[src/rtl/wordle_pkg.sv]
`default_nettype none
// ---------------------------------------------------------------------------
// wordle_pkg : shared word geometry, colour codes and scorer state encoding.
// Rev 1.0
// ---------------------------------------------------------------------------
package wordle_pkg;

   localparam int WORD_LEN = 5;
   localparam int LETTER_W = 8;

   localparam logic [1:0] CLR_GREY   = 2'b00;
   localparam logic [1:0] CLR_YELLOW = 2'b01;
   localparam logic [1:0] CLR_GREEN  = 2'b10;
   localparam logic [1:0] CLR_EMPTY  = 2'b11;

   typedef enum logic [1:0] {
      ST_IDLE   = 2'd0,
      ST_GREEN  = 2'd1,
      ST_YELLOW = 2'd2,
      ST_DONE   = 2'd3
   } state_e;

endpackage
`default_nettype wire

[src/rtl/wordle_letter_match.sv]
`default_nettype none
// ---------------------------------------------------------------------------
// wordle_letter_match : finds the lowest unused answer position holding a letter.
// Rev 1.0
// ---------------------------------------------------------------------------
module wordle_letter_match
   import wordle_pkg::*;
#(
   parameter int WORD_LEN = wordle_pkg::WORD_LEN,
   parameter int LETTER_W = wordle_pkg::LETTER_W
) (
   input  logic [LETTER_W-1:0]          letter,
   input  logic [WORD_LEN*LETTER_W-1:0] answer,
   input  logic [WORD_LEN-1:0]          used,
   output logic                         hit,
   output logic [WORD_LEN-1:0]          j_sel
);

   always_comb begin
      hit   = 1'b0;
      j_sel = '0;
      for (int j = 0; j < WORD_LEN; j++) begin
         if (!hit && !used[j] &&
             (answer[(WORD_LEN-1-j)*LETTER_W +: LETTER_W] == letter)) begin
            hit      = 1'b1;
            j_sel[j] = 1'b1;
         end
      end
   end

endmodule
`default_nettype wire

[src/rtl/wordle_scorer.sv]
`default_nettype none
// ---------------------------------------------------------------------------
// wordle_scorer : multi-cycle green/yellow/grey scorer for one five-letter guess.
// Option macro WORDLE_DUP_AWARE_EN selects official duplicate-letter handling.
// Rev 1.0
// ---------------------------------------------------------------------------
module wordle_scorer
   import wordle_pkg::*;
#(
   parameter int WORD_LEN = wordle_pkg::WORD_LEN,
   parameter int LETTER_W = wordle_pkg::LETTER_W
) (
   input  logic                         Clk,
   input  logic                         reset_n,
   input  logic                         start,
   input  logic [WORD_LEN*LETTER_W-1:0] guess,
   input  logic [WORD_LEN*LETTER_W-1:0] answer,
   output logic                         busy,
   output logic                         done,
   output logic [2*WORD_LEN-1:0]        colors,
   output logic                         win
);

   localparam int IDX_W = $clog2(WORD_LEN);

   state_e                       state_q, state_d;
   logic [WORD_LEN*LETTER_W-1:0] guess_q, guess_d;
   logic [WORD_LEN*LETTER_W-1:0] answer_q, answer_d;
   logic [2*WORD_LEN-1:0]        colors_q, colors_d;
   logic [IDX_W-1:0]             idx_q, idx_d;
   logic                         win_q, win_d;
   logic [WORD_LEN-1:0]          used_q, used_d;

   logic [LETTER_W-1:0]          w_letter;
   logic [WORD_LEN-1:0]          w_used;
   logic                         w_hit;
   int                           w_slot;

   always_comb begin
      w_slot   = 2 * (WORD_LEN - 1 - int'(idx_q));
      w_letter = guess_q[(WORD_LEN-1-int'(idx_q))*LETTER_W +: LETTER_W];
   end

`ifdef WORDLE_DUP_AWARE_EN
   logic [WORD_LEN-1:0] w_j_sel;
   assign w_used = used_q;
`else
   logic [WORD_LEN-1:0] w_j_sel_unused;
   // Masking only the letter's own position turns the matcher into "any j != i".
   assign w_used = WORD_LEN'(1) << idx_q;
`endif

   wordle_letter_match #(
      .WORD_LEN (WORD_LEN),
      .LETTER_W (LETTER_W)
   ) u_match (
      .letter (w_letter),
      .answer (answer_q),
      .used   (w_used),
      .hit    (w_hit),
`ifdef WORDLE_DUP_AWARE_EN
      .j_sel  (w_j_sel)
`else
      .j_sel  (w_j_sel_unused)
`endif
   );

   always_comb begin
      state_d  = state_q;
      guess_d  = guess_q;
      answer_d = answer_q;
      colors_d = colors_q;
      idx_d    = idx_q;
      win_d    = win_q;
      used_d   = used_q;
      case (state_q)
         ST_IDLE: begin
            if (start) begin
               state_d  = ST_GREEN;
               guess_d  = guess;
               answer_d = answer;
               colors_d = {WORD_LEN{CLR_EMPTY}};
               used_d   = '0;
               win_d    = 1'b0;
            end
         end
         ST_GREEN: begin
            for (int k = 0; k < WORD_LEN; k++) begin
               if (guess_q[(WORD_LEN-1-k)*LETTER_W +: LETTER_W] ==
                   answer_q[(WORD_LEN-1-k)*LETTER_W +: LETTER_W]) begin
                  colors_d[2*(WORD_LEN-1-k) +: 2] = CLR_GREEN;
                  used_d[k]                       = 1'b1;
               end else begin
                  colors_d[2*(WORD_LEN-1-k) +: 2] = CLR_GREY;
               end
            end
            idx_d   = '0;
            state_d = ST_YELLOW;
         end
         ST_YELLOW: begin
            if ((colors_q[w_slot +: 2] != CLR_GREEN) && w_hit) begin
               colors_d[w_slot +: 2] = CLR_YELLOW;
`ifdef WORDLE_DUP_AWARE_EN
               used_d = used_q | w_j_sel;
`endif
            end
            if (idx_q == IDX_W'(WORD_LEN - 1)) begin
               state_d = ST_DONE;
               win_d   = (colors_d == {WORD_LEN{CLR_GREEN}});
            end else begin
               idx_d = idx_q + IDX_W'(1);
            end
         end
         ST_DONE: state_d = ST_IDLE;
         default: state_d = ST_IDLE;
      endcase
   end

   always_ff @(posedge Clk) begin
      if (!reset_n) begin
         state_q  <= ST_IDLE;
         guess_q  <= '0;
         answer_q <= '0;
         colors_q <= {WORD_LEN{CLR_EMPTY}};
         idx_q    <= '0;
         win_q    <= 1'b0;
         used_q   <= '0;
      end else begin
         state_q  <= state_d;
         guess_q  <= guess_d;
         answer_q <= answer_d;
         colors_q <= colors_d;
         idx_q    <= idx_d;
         win_q    <= win_d;
         used_q   <= used_d;
      end
   end

   assign busy   = (state_q != ST_IDLE);
   assign done   = (state_q == ST_DONE);
   assign colors = colors_q;
   assign win    = win_q;

endmodule
`default_nettype wire

[config.mk]
export PLATFORM = sky130hd
export DESIGN_NAME = wordle_scorer
export DESIGN_NICKNAME = d
export VERILOG_FILES = /design/src/rtl/wordle_pkg.sv /design/src/rtl/wordle_letter_match.sv /design/src/rtl/wordle_scorer.sv
export SDC_FILE = /design/constraint.sdc
export NUM_CORES = 1
export LEC_CHECK = 0
export BUFFER_PORTS_ARGS = -buffer_cell sky130_fd_sc_hd__buf_2
export CAP_MARGIN = 5
export CORE_UTILIZATION = 46
export CTS_CLUSTER_DIAMETER = 30
export CTS_CLUSTER_SIZE = 25
export DETAILED_ROUTE_END_ITERATION = 6
export GPL_ROUTABILITY_DRIVEN = 0
export PLACE_DENSITY_LB_ADDON = 0.3
export RECOVER_POWER = 25
export SLEW_MARGIN = 20
export SYNTH_ARGS = -nofsm -noshare
export SYNTH_HDL_FRONTEND = slang
export SYNTH_SLANG_ARGS = --single-unit
[constraint.sdc]
create_clock -name Clk -period 8.6 [get_ports Clk]
set_clock_uncertainty 0.2 [all_clocks]
set_input_delay 0.86 -clock Clk [delete_from_list [all_inputs] [get_ports Clk]]
set_output_delay 0.86 -clock Clk [all_outputs]
set_load 0.05 [all_outputs]
==> summary.json, run 1 <==
{
  "final_layout": {
    "final_layout_size_suffix_gt1_share_pct": 15.66,
    "area_overhead_of_the_layout_relative_to_synthesis_pct": 13.22,
    "fillCellCount": 1177,
    "layout.nets": 876,
    "fin_cells": 926,
    "antennaDiodeCount": 0,
    "ff_latch_area_mm2": 0.001922,
    "post-route-util_pct": 53.43,
    "multi_input_comb_area_mm2": 0.003523
  },
  "clock_network": {
    "postCtsResizedCells": 0,
    "cts_num_sinks": 96,
    "cts_max_path_buffers": 2,
    "clk_latency_ns": 0.35,
    "cts.reportedPaths.clkPinSlew_ns": 0.06,
    "post_cts.repair.setup_buffers": 0,
    "clockRootBuffer": "clkbuf_16",
    "postCtsHoldBufs": 0,
    "cts_buffers": 9,
    "clock_tree_from_tritoncts": "done",
    "cts-htree-levels": 3
  },
  "routing": {
    "dr_wl_met2_mm": 6.855,
    "drt_iter0_drc": 477,
    "detailroute.wirelength.met3_um": 990,
    "top_layer": "met4",
    "wl_mm": 15.19,
    "route.vias.total": 5254,
    "via_per_inst": 5.674,
    "length_of_routed_wiring_on_met1_mm": 6.795,
    "drcViolationCount": 0,
    "drt_pass1_iterations": 6,
    "drt.antenna.violating_nets": 0,
    "detail_route.wl_per_cell_um": 16.41
  },
  "synth": {
    "proportion_of_synthesized_chip_area_in_sequential_cells_pct": 33.91,
    "syn_inst": 710,
    "syn_avg_cell_area_um2": 7.983,
    "synthesis.nets": 810,
    "synth_warnings": 0,
    "synth.cell_area_mm2": 0.005668,
    "synthDistinctLibCells": 68,
    "synth-edff-count": 0,
    "ys_seq_elements": 96,
    "synth_flop_cell": "dfxtp_1",
    "synth-async-reset-ratio_pct": 0
  },
  "die": {
    "floorplan.die.width_um": 113,
    "dieArea_mm2": 0.01277,
    "chipHeight_um": 113,
    "core_mm2": 0.01201,
    "rows": 40,
    "pin_count": 96,
    "initial_utilization_pct": 47.19
  },
  "setup_path": {
    "crit_path_cell_trace": "inv_1 -> ha_1 -> mux2_4 -> a222oi_1 -> nor2_2 -> xor2_1 -> or4_4 -> a211oi_4 -> nor4_4 -> nor4_2 -> o211ai_1",
    "worst_setup_path_end_kind": "flop",
    "r2r_setup_slack_ns": 3.29,
    "crit_path_max_incr_delay_ns": 1.01,
    "startpoint_type": "flop",
    "path_max_fanout": 28,
    "critPathSlowestCell": "ha_1",
    "cp.required_ns": 8.59,
    "worst-endpoint-arrival_ns": 5.30,
    "crit_type": "reg -> reg"
  },
  "timing": {
    "fin_crit_ns": 5.308,
    "final.setup.tns_ns": 0,
    "hold_slack_ns": 0.2696,
    "slew_headroom_pct": -117.3,
    "final-max-slew-violation-count": 81,
    "rsz0062_at_grt": "false",
    "timing_hold_violations_final": 0,
    "max_freq_ghz": 0.1884,
    "fin_crit_sh_pct": 61.72,
    "max_slew.worst_pin.slew_ns": 3.259,
    "setup-violations-final": 0
  },
  "global_route": {
    "grt_util_all_layers_pct": 24.77,
    "first_global_vias": 4998,
    "grt_pass1_wl_mm": 24.89,
    "global_route.overflow_total": 0,
    "initial_antenna_violation_count": 0,
    "grt_start_max_net_pins": 99
  },
  "power_and_ir_drop": {
    "p_sw_mw": 0.8719,
    "totalPowerFinal_mw": 1.985,
    "switching_share_pct": 43.93,
    "peakVddDrop_v": 0.0001150,
    "total_internal_power_mw": 1.113,
    "power_frac_seq_pct": 34.1,
    "pwr_density_cell_mw_per_mm2": 309.2,
    "p_comb_share_pct": 47.9,
    "p_clk_share_pct": 17.9,
    "total_leakage_power_nw": 2.628
  },
  "placement": {
    "placedCellCount": 912,
    "detailedPlacementHpwl_mm": 11.32,
    "buffer_ports.inserted": 95
  },
  "flow_run": {
    "drv.max_cap_violation_count": 1
  },
  "outcome": {
    "violations_in_the_final_reports": "capacitance limit, slew limit",
    "run_status": "complete, but fails checks"
  },
  "min_path": {
    "hp-class": "reg -> reg"
  }
}
layout by cell type, fill, tap and decap left out, types with 3 or more instances in the layout:
cell type / n
o21ai_0: 19
o31a_1: 4
xnor2_1: 14
nor4_1: 9
a21boi_0: 81
nor2_1: 14
o22ai_1: 5
xor2_1: 48
buf_4: 3
inv_1: 11
o211ai_1: 4
nand2_1: 193
buf_2: 84
o31ai_1: 3
clkbuf_1: 15
nand3_1: 11
mux2i_1: 6
mux2_2: 8
clkbuf_16: 9
nand4_1: 13
nor3_1: 14
or3_1: 3
ha_1: 17
dfxtp_1: 96
a22oi_1: 5
nand2b_1: 5
a21oi_1: 13
and2_1: 4
nor2b_1: 13
Yosys cell counts, types with 2 or more instances:
library cell  number  area, um2
nand2_1          194      728.2
dfxtp_1           96       1922
a21boi_0          81      608.1
xor2_1            48      420.4
clkbuf_1          35      131.4
o21ai_0           19      95.09
ha_1              17      212.7
nor2_1            14      52.55
nor3_1            14      70.07
xnor2_1           14      122.6
a21oi_1           13      65.06
nand4_1           13      81.33
nor2b_1           13      81.33
inv_1             11      41.29
nand3_1           11      55.05
nor4_1             9      56.30
mux2_2             8      90.09
buf_2              7      35.03
mux2i_1            6      60.06
a22oi_1            5      37.54
and2_1             5      31.28
nand2b_1           5      31.28
o22ai_1            5      31.28
o211ai_1           4      30.03
o31a_1             4      35.03
o31ai_1            3      22.52
or3_1              3      18.77
a211o_1            2      17.52
a21o_1             2      15.01
a221oi_1           2      17.52
a222oi_1           2      20.02
a31oi_1            2      12.51
nand3b_1           2      15.01
nand4b_1           2      17.52
nor4_2             2      25.02
nor4b_1            2      17.52
o2111ai_1          2      17.52
o221ai_2           2      30.03
o311a_1            2      20.02
path summary, 6_finish.rpt:
check                           startpoint        end  depth (start not counted)
worst min-delay path                   win        win                          2
worst min register to register         win        win                          2
worst max register to register    idx_q[0]  colors[9]                         11
worst max-delay path              idx_q[0]  colors[9]                         11
layer usage:
metal	vias to the layer above	global-route usage [%]
met5	-	0
li1	2580	-
met1	2424	31.35
met3	43	5.463
met4	0	11.32
met2	207	40.29
worst max-delay path, delay by kind of cell (launching register included):
| kind | cells | cell delay [ns] |
|---|---|---|
| adder cells (fa/ha/maj) | 1 | 1.01 |
| multiplexers | 1 | 0.36 |
| AND/OR/NAND/NOR | 4 | 0.98 |
| XOR/XNOR | 1 | 0.18 |
| AO/OA/AOI/OAI | 3 | 1.24 |
| flip-flops | 1 | 0.93 |
| buffers and inverters | 1 | 0.23 |
sequential cells by signal, summed over array words and instances, names as in the netlist:
register,flops
win,1
colors,10
guess_q,40
answer_q,40
idx_q,3
state_q,2
through the flow:
step	cell area [um2]	setup WS [ns]
3_5_place_dp	6180	3.380
3_3_place_gp	6180	3.587
2_1_floorplan	5668	4.318
6_report	6417	3.292
4_1_cts	6435	3.379
5_1_grt	6417	3.064
cell type report:
cell class | instances | area share (%)
Sequential cell | 96 | 29.95
Timing Repair Buffer | 99 | 7.604
Multi-Input combinational cell | 558 | 54.90
Clock inverter | 1 | 0.07799
Clock buffer | 13 | 3.899
Inverter | 12 | 0.7019
Tap cell | 147 | 2.866
power by group through the flow:
stage / combinational, mW / clock, mW / sequential (mW)
after CTS: 0.948 / 0.365 / 0.674
after floorplan: 0.712 / 0 / 0.689
after detailed placement: 0.942 / 0 / 0.684
final: 0.951 / 0.356 / 0.677
after global placement: 0.925 / 0 / 0.679
after global routing: 1.06 / 0.381 / 0.689
cell families (layout without fill, tap and decap cells):
logic type,count (synthesis),count (layout),synth area share [%]
and+or+nand+nor,299,299,24.28
muxes,15,15,2.914
AOI/OAI and AO/OA,165,165,21.57
xor gates and xnor gates,62,62,9.581
DFF,96,96,33.91
buffers and inverters,56,125,3.995
adders and majority gates,17,17,3.753
Power figures use the tool's default switching activity.
==> inputs of run 2 (changes only) <==
--- a/config.mk
+++ b/config.mk
@@ -5,6 +5,7 @@
 export SDC_FILE = /design/constraint.sdc
 export NUM_CORES = 1
 export LEC_CHECK = 0
+export ABC_AREA = 1
 export BUFFER_PORTS_ARGS = -buffer_cell sky130_fd_sc_hd__buf_2
 export CAP_MARGIN = 5
 export CORE_UTILIZATION = 46
==> constraint.sdc (replaced) <==
create_clock -name Clk -period 4.8 [get_ports Clk]
set_clock_uncertainty 0.2 [all_clocks]
set_input_delay 0.48 -clock Clk [delete_from_list [all_inputs] [get_ports Clk]]
set_output_delay 0.48 -clock Clk [all_outputs]
set_load 0.05 [all_outputs]
==> run 2 against run 1 <==
Compared with the run above:
- the flow finishes with violations (DRC, capacitance limit, slew limit)
- die area is 1.9% lower
- total power rose by 120%
- largest power group unchanged
- synthesized cell count up 13%
- clock-buffer cell count fell by 4
- via count increased by 6.6%
==> summary.json, run 2 <==
{
  "timing": {
    "slew_headroom": {"value": -21.68, "unit": "%", "change": "+96 points"},
    "hold_slack": {"value": 0.1796, "unit": "ns", "change": "-0.08994 ns"},
    "final-max-slew-violation-count": {"value": 118, "change": "+46%"},
    "max_freq": {"value": 0.2408, "unit": "GHz", "change": "+28%"},
    "fin_crit": {"value": 4.153, "unit": "ns", "change": "-1.154 ns"},
    "max_slew.worst_pin.slew": {"value": 1.825, "unit": "ns", "change": "-1.434 ns"},
    "rsz0062_at_grt": "false",
    "setup-violations-final": {"value": 0, "change": "unchanged"},
    "fin_crit_sh": {"value": 86.53, "unit": "%", "change": "+25 points"},
    "final.setup.tns": {"value": 0, "unit": "ns", "change": "unchanged"},
    "timing_hold_violations_final": {"value": 0, "change": "unchanged"}
  },
  "final_layout": {
    "layout.nets": {"value": 975, "change": "+11%"},
    "fillCellCount": {"value": 1190, "change": "+1.1%"},
    "final_layout_size_suffix_gt1_share": {"value": 15.34, "unit": "%", "change": "-0.32 points"},
    "antennaDiodeCount": {"value": 0, "change": "unchanged"},
    "fin_cells": {"value": 1023, "change": "+10%"},
    "area_overhead_of_the_layout_relative_to_synthesis_pct": 13.57,
    "highest_count_cells_in_the_layout_ignoring_fill_and_taps": "133 x nand2_1, 112 x nor2_1, 96 x dfxtp_1",
    "most_common_cell_after_layout_fill_and_taps_aside": "nand2_1"
  },
  "setup_path": {
    "startpoint_type": "flop",
    "crit_path_cell_trace": "inv_1 -> ha_1 -> ha_1 -> inv_2 -> a21oi_4 -> nand2_2 -> inv_2 -> nor2_1 -> nor2_1 -> nand3_1 -> nor2_1 -> nor2_2 -> nand3_2 -> nand3_1 -> nand2_1 -> nor2_1 -> o31ai_1 -> nand2_1",
    "cp.required": {"value": 4.83, "unit": "ns", "change": "-3.76 ns"},
    "r2r_setup_slack": {"value": 0.65, "unit": "ns", "change": "-2.65 ns"},
    "worst_setup_path_end_kind": "flop",
    "critPathSlowestCell": "ha_1",
    "path_common_cell": "nor2_1",
    "crit_path_max_incr_delay": {"value": 0.72, "unit": "ns", "change": "-0.29 ns"},
    "path_max_fanout": {"value": 21, "change": "-25%"},
    "crit_type": "reg -> reg",
    "worst-endpoint-arrival": {"value": 4.18, "unit": "ns", "change": "-1.12 ns"}
  },
  "die": {
    "core": {"value": 0.01161, "unit": "mm2", "change": "-3.3%"},
    "pin_count": {"value": 96, "change": "unchanged"},
    "initial_utilization": {"value": 47.86, "unit": "%", "change": "+0.67 points"},
    "dieArea": {"value": 0.01253, "unit": "mm2", "change": "-1.9%"},
    "floorplan.die.width": {"value": 111.9, "unit": "um", "change": "-0.96%"},
    "rows": {"value": 39, "change": "-2.5%"},
    "chipHeight": {"value": 111.9, "unit": "um", "change": "-0.96%"}
  },
  "routing": {
    "route.vias.total": {"value": 5601, "change": "+6.6%"},
    "via_per_inst": {"value": 5.475, "change": "-3.5%"},
    "drt.antenna.violating_nets": {"value": 0, "change": "unchanged"},
    "drcViolationCount": {"value": 5, "change": "+5"},
    "drt_iter0_drc": {"value": 563, "change": "+18%"},
    "drt_pass1_iterations": {"value": 7, "change": "+1"},
    "detail_route.wl_per_cell": {"value": 15.19, "unit": "um", "change": "-7.4%"},
    "wl": {"value": 15.54, "unit": "mm", "change": "+2.3%"}
  },
  "placement": {
    "detailedPlacementHpwl": {"value": 11.65, "unit": "mm", "change": "+2.9%"},
    "buffer_ports.inserted": {"value": 95, "change": "unchanged"},
    "placedCellCount": {"value": 1007, "change": "+10%"}
  },
  "synth": {
    "synth_area_leaders": "dfxtp_1 35%, nand2_1 9.0%, o21ai_0 8.1%",
    "syn_inst": {"value": 801, "change": "+13%"},
    "synth.cell_area": {"value": 0.005558, "unit": "mm2", "change": "-1.9%"},
    "synth-async-reset-ratio": {"value": 0, "unit": "%", "change": "unchanged"},
    "synth_warnings": {"value": 0, "change": "unchanged"},
    "proportion_of_synthesized_chip_area_in_sequential_cells": {"value": 34.58, "unit": "%", "change": "+0.67 points"},
    "synth-edff-count": {"value": 0, "change": "unchanged"},
    "synth_flop_cell": "dfxtp_1",
    "synth_most_common_cell": "nand2_1",
    "synth_top_cell_by_area": "dfxtp_1",
    "synthesis.nets": {"value": 901, "change": "+11%"},
    "syn_avg_cell_area": {"value": 6.939, "unit": "um2", "change": "-13%"},
    "synth.top_cells.by_count": "133 x nand2_1, 112 x nor2_1, 96 x dfxtp_1, 90 x o21ai_0, 72 x inv_1",
    "ys_seq_elements": {"value": 96, "change": "unchanged"},
    "synthDominantCellAreaShare": {"value": 34.58, "unit": "%", "change": "+0.67 points"},
    "synthDistinctLibCells": {"value": 40, "change": "-41%"}
  },
  "clock_network": {
    "cts-htree-levels": {"value": 3, "change": "unchanged"},
    "cts_buffers": {"value": 9, "change": "unchanged"},
    "clock_tree_from_tritoncts": "done",
    "cts_num_sinks": {"value": 96, "change": "unchanged"},
    "clk_latency": {"value": 0.35, "unit": "ns", "change": "about the same"},
    "cts.reportedPaths.clkPinSlew": {"value": 0.07, "unit": "ns", "change": "about the same"},
    "clockRootBuffer": "clkbuf_16",
    "postCtsHoldBufs": {"value": 0, "change": "unchanged"},
    "cts_max_path_buffers": {"value": 2, "change": "unchanged"},
    "post_cts.repair.setup_buffers": {"value": 0, "change": "unchanged"},
    "postCtsResizedCells": {"value": 0, "change": "unchanged"}
  },
  "global_route": {
    "first_global_vias": {"value": 5133, "change": "+2.7%"},
    "grt_start_max_net_pins": {"value": 118, "change": "+19%"},
    "grt_pass1_wl": {"value": 25.56, "unit": "mm", "change": "+2.7%"},
    "grt_util_all_layers": {"value": 25.68, "unit": "%", "change": "+0.92 points"},
    "global_route.overflow_total": {"value": 0, "change": "unchanged"},
    "initial_antenna_violation_count": {"value": 0, "change": "unchanged"}
  },
  "outcome": {
    "violations_in_the_final_reports": "DRC, capacitance limit, slew limit",
    "run_status": "complete, but fails checks"
  },
  "power_and_ir_drop": {
    "peakVddDrop": {"value": 0.0002628, "unit": "V", "change": "+130%"},
    "totalPowerFinal": {"value": 4.392, "unit": "mW", "change": "+120%"},
    "total_leakage_power": {"value": 2.760, "unit": "nW", "change": "+5.0%"},
    "pwr_density_cell": {"value": 695.9, "unit": "mW/mm2", "change": "+130%"}
  },
  "min_path": {
    "hp-class": "in -> reg"
  },
  "flow_run": {
    "drv.max_cap_violation_count": {"value": 1, "change": "unchanged"}
  }
}
[run 2: cell types whose count changed after synthesis, moves of 11 or more]
cell,previous run,this run
nor2b_1,13,0
nand3_1,11,60
a21boi_0,81,0
nor2_1,14,112
a21oi_1,13,67
nand2_1,194,133
inv_1,11,72
xor2_1,48,20
o21ai_0,19,90
nand2_2,0,11
[run 2: worst max-delay path: cells and delay by family (launching register included)]
kind	cells	cell delay (ns)
fa+ha+maj	2	1.13
simple gates	11	1.03
buf+inv	3	0.78
compound gates	2	0.56
flops	1	0.33
[run 2: per-stage QoR]
step | setup WS (ns) | instance area, um2 | util (%)
2_1_floorplan | 1.304 | 5558 | -
3_3_place_gp | 1.079 | 6050 | 52.09
3_5_place_dp | 1.003 | 6050 | 52.09
4_1_cts | 0.9664 | 6339 | 54.58
5_1_grt | 0.4349 | 6312 | 54.35
6_report | 0.6467 | 6312 | 54.35
[run 2: logic make-up (layout without fill, tap and decap cells)]
kind of cell	count (synthesis)	in the layout	share of synthesized area, %
and+or+nand+nor	343	343	26.99
AOI/OAI and AO/OA	205	205	21.66
buffers and inverters	114	193	8.847
DFF	96	96	34.58
xor gates and xnor gates	26	26	4.097
adders and majority gates	17	17	3.827
[run 2: power by group]
part | switching (mW) | internal, mW
Clock | 0.336 | 0.362
Sequential | 0.234 | 1.04
Combinational | 1.62 | 0.794
Total | 2.19 | 2.20
[run 2: worst paths after layout]
check,start,endpoint,cells after the start
setup reg to reg,idx_q[0],colors[5],18
hold / removal,guess[18],guess_q[18],3
hold reg to reg,guess_q[33],guess_q[33],2
setup / recovery,idx_q[0],colors[5],18
[run 2: area by class of cell]
type	count	area, um2	share of cell area (%)
multi-input cells	591	3144	49.81
flip-flops and latches	96	1922	30.45
repair buffers	98	479.2	7.592
inverters	79	299.0	4.737
clock buffers	9	225.2	3.568
well taps	143	178.9	2.834
clock inverters	7	63.81	1.011
[run 2: metal layers]
layer	GRT usage (%)	part of all wire, %
met4	10.00	2.8
met5	0	0
met1	35.22	45
met2	40.50	45
met3	3.919	7.3
